$ cat config.mk
export PLATFORM = sky130hd
export DESIGN_NAME = uart_rx
export DESIGN_NICKNAME = d
export VERILOG_FILES = /design/src/rtl/uart_rx.sv
export SDC_FILE = /design/constraint.sdc
export NUM_CORES = 1
export LEC_CHECK = 0
export ABC_AREA = 1
export BUFFER_PORTS_ARGS = -buffer_cell sky130_fd_sc_hd__buf_2
export CAP_MARGIN = 30
export CORE_MARGIN = 2
export CORE_UTILIZATION = 45
export CTS_BUF_LIST = sky130_fd_sc_hd__clkbuf_4
export CTS_CLUSTER_DIAMETER = 80
export DETAILED_ROUTE_END_ITERATION = 10
export PLACE_DENSITY = 0.75
export SLEW_MARGIN = 20
export SYNTH_ARGS = -nofsm -noshare
export SYNTH_HDL_FRONTEND = slang
export SYNTH_SLANG_ARGS = --single-unit
$ cat constraint.sdc
create_clock -name clk_i -period 2.3 [get_ports clk_i]
set_input_delay 0.46 -clock clk_i [delete_from_list [all_inputs] [get_ports clk_i]]
set_output_delay 0.46 -clock clk_i [all_outputs]
set_load 0.02 [all_outputs]
$ cat src/rtl/uart_rx.sv
// 8N1 UART receiver driven by an oversampling strobe; glitched starts are dropped,
// bad stop bits pulse frame_err_o, and bytes not yet acknowledged pulse overrun_o.
module uart_rx #(
  parameter int DATA_BITS  = 8,
  parameter int OVERSAMPLE = 16
) (
  input  logic                 clk_i,
  input  logic                 rst_i,
  input  logic                 rx_en_i,
  input  logic                 rx_i,
  input  logic                 data_ack_i,
  output logic [DATA_BITS-1:0] data_out_o,
  output logic                 data_valid_o,
  output logic                 frame_err_o,
  output logic                 overrun_o,
  output logic                 busy_o
);

  localparam int TW = $clog2(OVERSAMPLE);
  localparam int BW = $clog2(DATA_BITS + 1);
  localparam logic [TW-1:0] TICK_MID  = TW'(OVERSAMPLE / 2 - 1);
  localparam logic [TW-1:0] TICK_LAST = TW'(OVERSAMPLE - 1);
  localparam logic [BW-1:0] BIT_LAST  = BW'(DATA_BITS - 1);

  typedef enum logic [1:0] {S_IDLE, S_START, S_DATA, S_STOP} state_e;

  state_e               state_q, state_d;
  logic                 rx_meta_q, rx_s_q;
  logic [TW-1:0]        tick_q, tick_d;
  logic [BW-1:0]        bit_q, bit_d;
  logic [DATA_BITS-1:0] shift_q, shift_d;
  logic [DATA_BITS:0]   shift_ext;
  logic [DATA_BITS-1:0] data_q, data_d;
  logic                 valid_q, valid_d;
  logic                 ferr_q, ferr_d;
  logic                 ovr_q, ovr_d;
  logic                 tick_mid, tick_last, stop_tick;

  // Synchronizer idles high so reset never looks like a start bit.
  always_ff @(posedge clk_i) begin
    if (rst_i) begin
      rx_meta_q <= 1'b1;
      rx_s_q    <= 1'b1;
    end else begin
      rx_meta_q <= rx_i;
      rx_s_q    <= rx_meta_q;
    end
  end

  always_ff @(posedge clk_i) begin
    if (rst_i) state_q <= S_IDLE;
    else       state_q <= state_d;
  end

  assign tick_mid  = (tick_q == TICK_MID);
  assign tick_last = (tick_q == TICK_LAST);
  assign stop_tick = rx_en_i && (state_q == S_STOP) && tick_last;
  assign shift_ext = {rx_s_q, shift_q};

  always_comb begin
    state_d = state_q;
    if (rx_en_i) begin
      case (state_q)
        S_IDLE:  if (!rx_s_q) state_d = S_START;
        S_START: if (tick_mid) state_d = rx_s_q ? S_IDLE : S_DATA;
        S_DATA:  if (tick_last && (bit_q == BIT_LAST)) state_d = S_STOP;
        S_STOP:  if (tick_last) state_d = S_IDLE;
        default: state_d = S_IDLE;
      endcase
    end
  end

  always_comb begin
    busy_o = (state_q != S_IDLE);
  end

  always_comb begin
    tick_d  = tick_q;
    bit_d   = bit_q;
    shift_d = shift_q;
    data_d  = data_q;
    valid_d = valid_q;
    ferr_d  = 1'b0;
    ovr_d   = 1'b0;
    if (rx_en_i) begin
      case (state_q)
        S_IDLE: begin
          tick_d = '0;
          bit_d  = '0;
        end
        S_START: begin
          if (tick_mid) begin
            tick_d = '0;
            bit_d  = '0;
          end else begin
            tick_d = tick_q + 1'b1;
          end
        end
        S_DATA: begin
          if (tick_last) begin
            tick_d  = '0;
            shift_d = shift_ext[DATA_BITS:1];
            bit_d   = (bit_q == BIT_LAST) ? '0 : bit_q + 1'b1;
          end else begin
            tick_d = tick_q + 1'b1;
          end
        end
        default: begin
          tick_d = tick_last ? '0 : tick_q + 1'b1;
          bit_d  = '0;
        end
      endcase
    end
    if (valid_q && data_ack_i) valid_d = 1'b0;
    // A load in the ack cycle wins and is not an overrun.
    if (stop_tick) begin
      if (rx_s_q) begin
        data_d  = shift_q;
        valid_d = 1'b1;
        ovr_d   = valid_q && !data_ack_i;
      end else begin
        ferr_d = 1'b1;
      end
    end
  end

  always_ff @(posedge clk_i) begin
    if (rst_i) begin
      tick_q  <= '0;
      bit_q   <= '0;
      shift_q <= '0;
      data_q  <= '0;
      valid_q <= 1'b0;
      ferr_q  <= 1'b0;
      ovr_q   <= 1'b0;
    end else begin
      tick_q  <= tick_d;
      bit_q   <= bit_d;
      shift_q <= shift_d;
      data_q  <= data_d;
      valid_q <= valid_d;
      ferr_q  <= ferr_d;
      ovr_q   <= ovr_d;
    end
  end

  assign data_out_o   = data_q;
  assign data_valid_o = valid_q;
  assign frame_err_o  = ferr_q;
  assign overrun_o    = ovr_q;

endmodule

Word-level counts from Yosys, hierarchy flattened
Cells that the tools add are included.
- flip-flop bits (word level): 31
- bits of input ports: 5
- ROM bits: 0
- output and inout bits: 12
- memories: 0
- word-level logic and storage cells: 56
- RAM bits: 0
- latch bits: 0
- equality and inequality tests: 11
- multiplexer cells: 17
- bitwise logic cells: 2
- shift operators: 0
- reductions and logical operators: 14
- multiply operators: 0
- div/mod/pow operators: 0
- magnitude comparators: 0
- $add $sub $neg: 2
- operators by type and width (cell ; count):
    $mux 4 ; 5
    $pmux 4 s2 ; 2
    $mux 2 ; 5
    $ne 2x2->1 const B ; 5
    $add 4x1->4 const B ; 2
    $eq 4x3->1 const B ; 2
    $pmux 2 s4 ; 1
    $reduce_and 3->1 ; 2
    $logic_and 1x1->1 ; 5
    $reduce_and 5->1 ; 1
    $eq 2x2->1 const B ; 2
    $eq 4x4->1 const B ; 1
    $mux 1 ; 4
    $reduce_or 3->1 ; 1
    $eq 2x1->1 const B ; 1
    $logic_not 2->1 ; 1
    $not 1->1 ; 2
    $reduce_and 2->1 ; 1
    $reduce_bool 2->1 ; 1
    $reduce_or 2->1 ; 1
    $logic_not 1->1 ; 1

Logic depth before layout (Yosys ltp)
Gate-level depths: netlist of the first run.
- depth after elaboration: 5
- gate-level depth with buffers: 9
- mapped depth without buffers: 9

Least setup slack after synthesis of the first run
Ideal clock, no wire load.
- path type: reg-to-reg
- start point: register tick_q[0]
- end point: register bit_q[0]
- buffers on the path: 0
- cell stages (with the launch flop): 7
- path slack: 0.999 ns
- data arrival time: 1.179 ns
- setup time: 0.121 ns
- path through: dfxtp_1 ha_1 nand2_1 o21ai_1 nand3_2 o21ai_0 nor2_1
- cells in the longest elaborated chain, start to end: 3
- ends and longest elaborated chain (element ; line ; text):
    start: declaration ; 29 ; logic [TW-1:0] tick_q, tick_d;
    start signal: assignment ; 137 ; tick_q <= tick_d;
    $eq 4x4->1 / $eq 4x3->1 (equally long branches) ; 56, 55 ;
    $ne 2x2->1 (no source line) ; n/a ;
    $reduce_and 3->1 (no source line) (*) ; n/a ;
    end signal: assignment ; 138 ; bit_q <= bit_d;
    end: declaration ; 30 ; logic [BW-1:0] bit_q, bit_d;
Mark *: on every way between the ends. The rest lies on a longest branch, timed or not.
A chain may end at the register's enable or synchronous reset.

Worst setup path after layout of the first run
- start point: register state_q[0]
- end point: output busy_o
- cells in the longest elaborated chain, start to end: 1
- ends and longest elaborated chain (element ; line ; text):
    start: declaration ; 27 ; state_e state_q, state_d;
    start signal: assignment ; 52 ; else state_q <= state_d;
    $reduce_bool 2->1 ; 74 ; busy_o = (state_q != S_IDLE);
    end: declaration ; 16 ; output logic busy_o
Every way passes these cells.

==> results of run 1 <==
where the power goes:
group	leakage [nW]	switching [mW]	internal, mW	total [mW]
registers	0.251	0.00686	0.543	0.550
clock network	0.0285	0.178	0.108	0.286
logic	0.373	0.0335	0.0179	0.0514
total	0.653	0.219	0.669	0.888
flip-flops by register name, indices dropped and copies added, names as in the netlist, 4 cells and up, named ones only:
register / count
data_out_o: 8
bit_q: 4
shift_q: 8
tick_q: 4
cell usage in the layout, fill, tap and decap left out, drive strengths merged, types with 3 or more instances in the layout:
cell type   n
a21oi      11
buf        16
clkbuf      5
clkinv      3
dfxtp      31
inv        14
nand2      17
nand3       6
nor2       44
nor3        3
o21ai      23
cell usage after synthesis, drive strengths merged:
master	count
nor2	44
a211oi	2
a21oi	11
buf	3
nor3	3
clkbuf	1
nand3b	1
or2	2
nand2	17
ha	2
dfxtp	31
nor3b	1
o21ai	23
nand3	6
inv	14
clkinv	1
nand4	2
a31oi	1
xor2	1
layout make-up:
type                            count  share of cell area (%)
Sequential cell                    31                    43.4
Multi-Input combinational cell    116                    40.8
Inverter                           15                    4.20
Clock buffer                        5                    2.63
Tap cell                           31                    2.71
Timing Repair Buffer               16                    5.60
Clock inverter                      2                   0.613
cells by family (layout without fill, tap and decap cells):
kind of cell	after synthesis	in the layout	synth area share (%)
xor gates and xnor gates	1	1	0.684
DFF	31	31	48.4
AOI/OAI and AO/OA	37	37	15.2
and+or+nand+nor	76	76	27.6
buffers and inverters	19	38	6.05
adders and majority gates	2	2	1.95
stage by stage:
step	utilization [%]	total power [mW]	cells
global placement	50.6	0.612	209
finish	52.3	0.888	216
global route	52.3	0.931	216
floorplan	-	0.602	166
detailed placement	50.6	0.614	209
CTS	52.3	0.893	216
routing by layer:
metal / track usage, % / share of wire, % / vias to the layer above
met4: 9.30 / 2.5 / 0
met2: 28.1 / 48 / 17
met3: 6.80 / 4.2 / 5
li1: - / - / 580
met5: 0 / 0 / -
met1: 19.7 / 45 / 500
how the worst max path moves through the flow:
stage | startpoint | to | cells past startpoint
4_1_cts | state_q[0]$_SDFFE_PP0P_ | busy_o | 3
5_1_grt | state_q[0]$_SDFFE_PP0P_ | busy_o | 3
3_5_place_dp | tick_q[0]$_SDFFE_PP0P_ | data_out_o[5]$_SDFFE_PP0P_ | 8
3_3_place_gp | rst_i | tick_q[3]$_SDFFE_PP0P_ | 4
6_report | state_q[0]$_SDFFE_PP0P_ | busy_o | 3
2_1_floorplan | tick_q[0]$_SDFFE_PP0P_ | bit_q[0]$_SDFFE_PP0P_ | 6
==> impl_metrics.yaml, run 1 <==
clock_network:
  h_tree_levels: 2
  tritoncts_num_sinks: 31
  clk-insertion-delay-late_ns: 0.34
  tritoncts: "built"
  post_cts_buffers: 0
  cts-root-buf: "sky130_fd_sc_hd__clkbuf_4"
  cts_hold_buf: 0
  post_cts.resized_instances: 0
  cts.clk_slew.worst_paths_ns: 0.10
  cts-root-to-sink-buffers: 2
  numCtsBuffers: 5
timing:
  fmax_mhz: 605
  worst_clock_skew_ns: 0.0111
  hold_worst_slack_ns: 0.305
  min_clock_period_post_route_ns: 1.65
  timing_hold_violations_final: 0
  relSlewSlack_pct: 68.6
  report.final.setup_viol: 0
  fin_tns_setup_ns: 0
  setup_ws_ns: 0.646
  rsz0062_at_grt: "no"
  tightestPinTransition_ns: 0.471
  timing_max_transition_violations_final: 0
  min_period_over_period_pct: 71.9
synthesis:
  yosysWarningCount: 0
  net_count_after_synthesis: 173
  number_of_instances_in_the_synthesized_netlist: 166
  post_synthesis_average_cell_area_sq_um: 7.72
  synth.area.top_cells: "sky130_fd_sc_hd__dfxtp_1 48%, sky130_fd_sc_hd__nor2_1 12%, sky130_fd_sc_hd__o21ai_0 7.0%, sky130_fd_sc_hd__nand2_1 5.0%, sky130_fd_sc_hd__a21oi_1 3.9%"
  yosysTopAreaCellShare_pct: 48.4
  synth.lib_cells_used.distinct: 28
  yosysTopAreaCell: "sky130_fd_sc_hd__dfxtp_1"
  netlist_area_pre_place_sq_um: 1280
  ys_seq_elements: 31
  synth-seq-area-share_pct: 48.4
pwr:
  p_per_area_nw_per_um2: 621
  irDropWorstVdd_mv: 0.412
  power.leakage_nw: 0.653
placed_design:
  detailed_place_hpwl_mm: 1.76
  count_of_buffers_from_port_buffering: 16
  postPlaceCellArea_sq_um: 1380
  place.gp.congestion: 0.787
  placement.setup.worst_slack_ns: 0.774
outcome:
  run_status: "completed"
setup_path:
  startpoint_types: "register"
  required_ns: 1.84
  startpoint_to_endpoint_class_of_the_critical_path: "reg2out"
  r2r_start: "tick_q[0]$_SDFFE_PP0P_"
  critical_path.max_stage_delay_ns: 0.48
  critical_path.reg2reg.endpoint: "data_out_o[5]$_SDFFE_PP0P_"
  setup.worst_path.end_class: "primary output"
  highest_delay_cell_along_the_critical_path: "sky130_fd_sc_hd__dfxtp_1"
  critical_path.n_buffers_inverters: 2
  reg2reg_setup_slack_ns: 0.79
  worst-r2r-cell-count: 8
  critical_path.max_fanout: 7
  worst_ep_arrival_time_ns: 1.19
  cpLargestDelayFamily: "flip-flops"
  cp_cell_sequence: "nor2_1 -> inv_1 -> buf_2"
floorplanning:
  ios: 17
  fp.dieArea_sq_um: 3290
  die-height_um: 57.4
  fp.dieW_um: 57.4
  fp.coreArea_sq_um: 2730
  std_cell_rows: 19
  starting_density_of_the_core_pct: 46.9
detailed_routing:
  route.final.wire_length_mm: 2.47
  antenna_violating_nets_post_route: 0
  post_drt_via_cell_ratio: 5.10
  dr_total_vias: 1102
  detail_route.drc_violations: 0
  post_drt_wl_per_cell_um: 11.4
  drt-pass1-iter-count: 4
  drt_iter0_drc: 20
min_path:
  hp-class: "in2reg"
  min_delay_path_depth: 2
  timing.hold.worst_endpoint: "rx_meta_q$_SDFF_PP1_"
  min_from: "rx_i"
grt:
  grt_pass1_wl_mm: 4.29
  grt_start_max_net_pins: 22
  grt_antenna_before_repair: 0
  grt.total_usage_pct: 17.4
  first_global_vias: 1003
  gr-total-overflow: 0
finish:
  insertedDiodeCount: 0
  final_area_sq_um: 1430
  num-nets-final: 192
  area.growth.synth_to_final_pct: 11.5
  drive_above_1_share_pct: 21.1
  fillCellCount: 248
  layout.area.seq_sq_um: 621
  multi_input_comb_area_sq_um: 583
run:
  max_cap_violations: 0
Note: power is estimated with default switching activity, not from simulation.
==> run 2, diff against run 1 <==
--- a/config.mk
+++ b/config.mk
@@ -13,7 +13,7 @@
 export CTS_BUF_LIST = sky130_fd_sc_hd__clkbuf_4
 export CTS_CLUSTER_DIAMETER = 80
 export DETAILED_ROUTE_END_ITERATION = 10
-export PLACE_DENSITY = 0.75
+export PLACE_DENSITY = 0.77
 export SLEW_MARGIN = 20
 export SYNTH_ARGS = -nofsm -noshare
 export SYNTH_HDL_FRONTEND = slang
==> constraint.sdc (replaced) <==
create_clock -name clk_i -period 1.35 [get_ports clk_i]
set_input_delay 0.27 -clock clk_i [delete_from_list [all_inputs] [get_ports clk_i]]
set_output_delay 0.27 -clock clk_i [all_outputs]
set_load 0.02 [all_outputs]
==> run 2 against run 1 <==
  * The run now ends with negative setup slack left
  * Design area up 16%
  * Critical path depth up 6
  * Global-route usage up 2.0 points
  * Register-to-register slack worse by 0.86 ns
  * Largest power group unchanged
==> impl_metrics.yaml, run 2 (synthesized netlist as in run 1, its figures left out) <==
timing:
  relSlewSlack_pct: 84.0
  min_period_over_period_pct: 106
  fin_tns_setup_ns: -0.448
  min_clock_period_post_route_ns: 1.42
  hold_worst_slack_ns: 0.123
  setup_ws_ns: -0.0744
  report.final.setup_viol: 12
  fmax_mhz: 702
  timing_hold_violations_final: 0
  worst_clock_skew_ns: 0.00972
  timing_max_transition_violations_final: 0
  rsz0062_at_grt: "yes"
  tightestPinTransition_ns: 0.238
floorplanning:
  ios: 17
  fp.dieW_um: 57.4
  starting_density_of_the_core_pct: 46.9
  fp.coreArea_sq_um: 2730
  die-height_um: 57.4
  fp.dieArea_sq_um: 3290
  std_cell_rows: 19
detailed_routing:
  met2_wirelength_mm: 1.45
  post_drt_via_cell_ratio: 5.20
  drt-pass1-iter-count: 4
  wl_met3_um: 114
  dr_total_vias: 1227
  topRoutingLayerUsed: "met4"
  detail_route.drc_violations: 0
  route.final.wire_length_mm: 2.94
  antenna_violating_nets_post_route: 0
  post_drt_wl_per_cell_um: 12.5
  drt_iter0_drc: 30
  drt-met1-wl_mm: 1.28
setup_path:
  required_ns: 1.63
  cp_cell_sequence: "ha_4 -> nand3_4 -> inv_4 -> nand3_4 -> nor2_4 -> buf_4 -> buf_6 -> o21ai_0 -> nor2_1"
  r2r_start: "tick_q[0]$_SDFFE_PP0P_"
  critical_path.reg2reg.endpoint: "data_out_o[7]$_SDFFE_PP0P_"
  highest_delay_cell_along_the_critical_path: "sky130_fd_sc_hd__dfxtp_2"
  setup.worst_path.end_class: "register"
  timing.critical_path.mode_cell: "sky130_fd_sc_hd__nand3_4"
  critical_path.max_stage_delay_ns: 0.37
  reg2reg_setup_slack_ns: -0.07
  critical_path.n_buffers_inverters: 3
  worst_ep_arrival_time_ns: 1.71
  startpoint_to_endpoint_class_of_the_critical_path: "reg2reg"
  critical_path.max_fanout: 4
  worst-r2r-cell-count: 9
  cpLargestDelayFamily: "simple AND/OR/NAND/NOR gates"
  startpoint_types: "register"
clock_network:
  clk-insertion-delay-late_ns: 0.34
  cts.clk_slew.worst_paths_ns: 0.10
  cts-root-to-sink-buffers: 2
  cts_hold_buf: 0
  tritoncts_num_sinks: 31
  h_tree_levels: 2
  numCtsBuffers: 5
  tritoncts: "built"
  cts-root-buf: "sky130_fd_sc_hd__clkbuf_4"
placed_design:
  count_of_buffers_from_port_buffering: 16
  placement.setup.worst_slack_ns: -0.0738
  detailed_place_hpwl_mm: 1.83
  place.gp.congestion: 0.859
grt:
  grt_start_max_net_pins: 17
  grt_antenna_before_repair: 0
  grt_pass1_wl_mm: 4.85
  first_global_vias: 1111
  grt.total_usage_pct: 19.4
  gr-total-overflow: 0
run:
  max_cap_violations: 0
outcome:
  run_status: "complete, but fails checks"
  failed_checks: "negative setup slack"
finish:
  num-nets-final: 211
  layout.cells.most_common_list: "38 x sky130_fd_sc_hd__nor2_1, 27 x sky130_fd_sc_hd__dfxtp_1, 17 x sky130_fd_sc_hd__nand2_1, 17 x sky130_fd_sc_hd__buf_4, 15 x sky130_fd_sc_hd__buf_2"
  mostFrequentLayoutCell: "sky130_fd_sc_hd__nor2_1"
  multi_input_comb_area_sq_um: 638
  final_util_pct: 60.6
  layout.area.seq_sq_um: 628
  area.growth.synth_to_final_pct: 29.3
  drive_above_1_share_pct: 34.1
  fillCellCount: 222
  insertedDiodeCount: 0
pwr:
  p_per_area_nw_per_um2: 949
  irDropWorstVdd_mv: 0.813
  power.leakage_nw: 0.747
min_path:
  hp-class: "in2reg"
  min_delay_path_depth: 2
  timing.hold.worst_endpoint: "rx_meta_q$_SDFF_PP1_"
  min_from: "rx_i"
[run 2: cell count changes in the layout (fill, tap and decap cells not counted), moves of 3 or more]
cell / delta
sky130_fd_sc_hd__o21ai_0: -9
sky130_fd_sc_hd__nor2_1: -4
sky130_fd_sc_hd__buf_4: +17
sky130_fd_sc_hd__dfxtp_2: +3
sky130_fd_sc_hd__dfxtp_1: -4
sky130_fd_sc_hd__o21ai_1: +7
[run 2: layout make-up]
type,instances,area share [%]
timing repair inverter,1,0.453
tap,31,2.34
multi-input combinational,116,38.5
timing repair buffer,34,13.6
sequential,31,37.9
inverter,15,4.00
clock buffer,5,2.27
clock inverter,3,0.906
[run 2: metrics by stage]
step | power [mW] | area, sq um | instances
2_1_floorplan | 1.03 | 1280 | 166
4_1_cts | 1.57 | 1630 | 235
6_report | 1.57 | 1660 | 236
3_3_place_gp | 1.05 | 1440 | 217
5_1_grt | 1.63 | 1660 | 236
3_5_place_dp | 1.06 | 1440 | 217
[run 2: worst max path at each step]
stage                           startpoint                         end  slack (ns)  cells after the start
finish              tick_q[0]$_SDFFE_PP0P_  data_out_o[7]$_SDFFE_PP0P_       -0.07                      9
global route        tick_q[0]$_SDFFE_PP0P_       bit_q[3]$_SDFFE_PP0P_       -0.17                      9
global placement    tick_q[0]$_SDFFE_PP0P_       bit_q[0]$_SDFFE_PP0P_       -0.01                      6
detailed placement  tick_q[0]$_SDFFE_PP0P_       bit_q[0]$_SDFFE_PP0P_       -0.07                      6
floorplan           tick_q[0]$_SDFFE_PP0P_       bit_q[0]$_SDFFE_PP0P_        0.05                      6
CTS                 tick_q[1]$_SDFFE_PP0P_  data_out_o[5]$_SDFFE_PP0P_       -0.05                      8
[run 2: layer usage]
layer	GRT usage, %	up-vias
li1	-	624
met3	5.90	11
met1	21.9	559
met5	0	-
met2	32.5	33
met4	10.6	0
[run 2: power breakdown]
| part | switching (mW) | total, mW | internal [mW] |
|---|---|---|---|
| Sequential | 0.0132 | 0.938 | 0.925 |
| Clock | 0.331 | 0.521 | 0.191 |
| Combinational | 0.0674 | 0.113 | 0.0454 |
| Total | 0.411 | 1.57 | 1.16 |
[run 2: repair_timing]
item                                    CTS  global route
cloned                                    1             0
gates resized for setup                  19            13
pin swaps                                 4             4
endpoints found under the setup margin   12            27
setup buffers                             9             1
==> run 3, diff against run 2 <==
--- a/config.mk
+++ b/config.mk
@@ -13,8 +13,7 @@
 export CTS_BUF_LIST = sky130_fd_sc_hd__clkbuf_4
 export CTS_CLUSTER_DIAMETER = 80
 export DETAILED_ROUTE_END_ITERATION = 10
-export PLACE_DENSITY = 0.77
-export SLEW_MARGIN = 20
+export PLACE_DENSITY = 0.75
 export SYNTH_ARGS = -nofsm -noshare
 export SYNTH_HDL_FRONTEND = slang
 export SYNTH_SLANG_ARGS = --single-unit
==> constraint.sdc (replaced) <==
create_clock -name clk_i -period 1.4 [get_ports clk_i]
set_input_delay 0.28 -clock clk_i [delete_from_list [all_inputs] [get_ports clk_i]]
set_output_delay 0.28 -clock clk_i [all_outputs]
set_load 0.02 [all_outputs]
==> run 3 against run 2 <==
  * The run now ends clean
  * Clock power is 31% higher
  * Worst setup slack better by 0.098 ns
  * Register-to-register slack improved by 0.098 ns
  * Routed wire length is 7.5% lower
==> impl_metrics.yaml, run 3 (synthesized netlist as in run 1, its figures left out) <==
timing:
  relSlewSlack_pct: 80.5
  fin_tns_setup_ns: 0
  worst_clock_skew_ns: 0.0122
  tightestPinTransition_ns: 0.290
  min_period_over_period_pct: 98.3
  timing_hold_violations_final: 0
  fmax_mhz: 726
  min_clock_period_post_route_ns: 1.38
  timing_max_transition_violations_final: 0
  report.final.setup_viol: 0
  rsz0062_at_grt: "yes"
detailed_routing:
  dr_total_vias: 1188
  post_drt_via_cell_ratio: 5.33
  route.final.wire_length_mm: 2.72
  post_drt_wl_per_cell_um: 12.2
  antenna_violating_nets_post_route: 0
  drt_iter0_drc: 40
  drt-pass1-iter-count: 4
  detail_route.drc_violations: 0
clock_network:
  cts-root-to-sink-buffers: 2
  tritoncts_num_sinks: 31
  numCtsBuffers: 5
  h_tree_levels: 2
  cts.clk_slew.worst_paths_ns: 0.09
  tritoncts: "built"
  clk-insertion-delay-late_ns: 0.34
  cts-root-buf: "sky130_fd_sc_hd__clkbuf_4"
floorplanning:
  fp.dieArea_sq_um: 3290
  ios: 17
  starting_density_of_the_core_pct: 46.9
  die-height_um: 57.4
  fp.coreArea_sq_um: 2730
  std_cell_rows: 19
  fp.dieW_um: 57.4
setup_path:
  critical_path.max_stage_delay_ns: 0.37
  required_ns: 1.63
  worst_ep_arrival_time_ns: 1.60
  setup.worst_path.end_class: "register"
  startpoint_to_endpoint_class_of_the_critical_path: "reg2reg"
  cp_cell_sequence: "ha_4 -> nand3_4 -> inv_4 -> nand3_4 -> nor2_4 -> inv_4 -> nor2_1 -> nor2_1"
  highest_delay_cell_along_the_critical_path: "sky130_fd_sc_hd__dfxtp_2"
  startpoint_types: "register"
  critical_path.max_fanout: 10
grt:
  grt_antenna_before_repair: 0
  grt_start_max_net_pins: 12
  first_global_vias: 1104
  grt.total_usage_pct: 18.4
  grt_pass1_wl_mm: 4.75
  gr-total-overflow: 0
placed_design:
  count_of_buffers_from_port_buffering: 16
  place.gp.congestion: 0.876
  placed_cells_incl_taps: 213
  detailed_place_hpwl_mm: 1.83
finish:
  insertedDiodeCount: 0
  fillCellCount: 235
  area.growth.synth_to_final_pct: 26.2
  finalNonFillerCells: 223
  drive_above_1_share_pct: 33.3
  layout.cells.most_common_list: "39 x sky130_fd_sc_hd__nor2_1, 26 x sky130_fd_sc_hd__dfxtp_1, 16 x sky130_fd_sc_hd__buf_2, 13 x sky130_fd_sc_hd__nand2_1, 12 x sky130_fd_sc_hd__o21ai_0"
  num-nets-final: 198
  mostFrequentLayoutCell: "sky130_fd_sc_hd__nor2_1"
  final_util_pct: 59.1
pwr:
  p_per_area_nw_per_um2: 1050
  irDropWorstVdd_mv: 0.927
  power.leakage_nw: 0.716
run:
  max_cap_violations: 0
min_path:
  hp-class: "in2reg"
outcome:
  run_status: "completed"
-- run 3: cell types whose count changed in the layout (fill, tap and decap cells not counted), sizes merged --
| cell | previous run | this run |
|---|---|---|
| buf | 34 | 22 |
| bufinv | 0 | 1 |
| clkinv | 3 | 2 |
| clkinvlp | 2 | 0 |
| inv | 14 | 15 |
-- run 3: path summary, 6_finish.rpt --
path / start / endpoint / slack, ns / cells past startpoint
hold reg to reg: rx_meta_q$_SDFF_PP1_ / rx_s_q$_SDFF_PP1_ / 0.42 / 1
hold / removal: rx_i / rx_meta_q$_SDFF_PP1_ / 0.13 / 2
setup / recovery: tick_q[1]$_SDFFE_PP0P_ / data_out_o[7]$_SDFFE_PP0P_ / 0.02 / 8
setup reg to reg: tick_q[1]$_SDFFE_PP0P_ / data_out_o[7]$_SDFFE_PP0P_ / 0.02 / 8
-- run 3: power breakdown --
| part | switching [mW] | leakage, nW | internal, mW |
|---|---|---|---|
| Combinational | 0.0648 | 0.420 | 0.0416 |
| Clock | 0.313 | 0.0426 | 0.367 |
| Sequential | 0.0127 | 0.253 | 0.892 |
-- run 3: metal layers --
layer / track usage [%] / part of all wire [%]
met1: 22.9 / 44
met2: 29.7 / 50
met3: 6.12 / 4.7
met4: 6.64 / 1.7
met5: 0 / 0
-- run 3: through the flow --
| step | hold slack, ns | cell area [sq um] | power [mW] | setup slack [ns] |
|---|---|---|---|---|
| 2_1_floorplan | 0.384 | 1280 | 0.989 | 0.0994 |
| 4_1_cts | 0.126 | 1530 | 1.69 | 0.00453 |
| 3_5_place_dp | 0.403 | 1410 | 1.02 | -0.0595 |
| 5_1_grt | 0.125 | 1620 | 1.76 | -0.0669 |
| 3_3_place_gp | 0.392 | 1410 | 1.01 | -0.00964 |
| 6_report | 0.131 | 1620 | 1.69 | 0.0234 |
-- run 3: worst max-delay path: cells and delay by family (launching register included) --
family,cells,cell delay (ns)
flops,1,0.37
fa+ha+maj,1,0.17
simple gates,5,0.53
buf+inv,2,0.20
-- run 3: area by class of cell --
| class | count | area, sq um | area share [%] |
|---|---|---|---|
| clock buffers | 5 | 37.5 | 2.32 |
| clock inverters | 3 | 38.8 | 2.40 |
| inverters | 15 | 66.3 | 4.10 |
| multi-input cells | 116 | 668 | 41.3 |
| flip-flops and latches | 31 | 629 | 38.9 |
| well taps | 31 | 38.8 | 2.40 |
| repair buffers | 22 | 138 | 8.51 |
-- run 3: timing repair --
action | 4_1_cts | 5_1_grt
cloned | 0 | 0
endpoints found under the setup margin | 13 | 20
resized for setup | 8 | 27
hold buffers | 0 | 0
pin swaps | 2 | 9
buffers inserted | 1 | 1
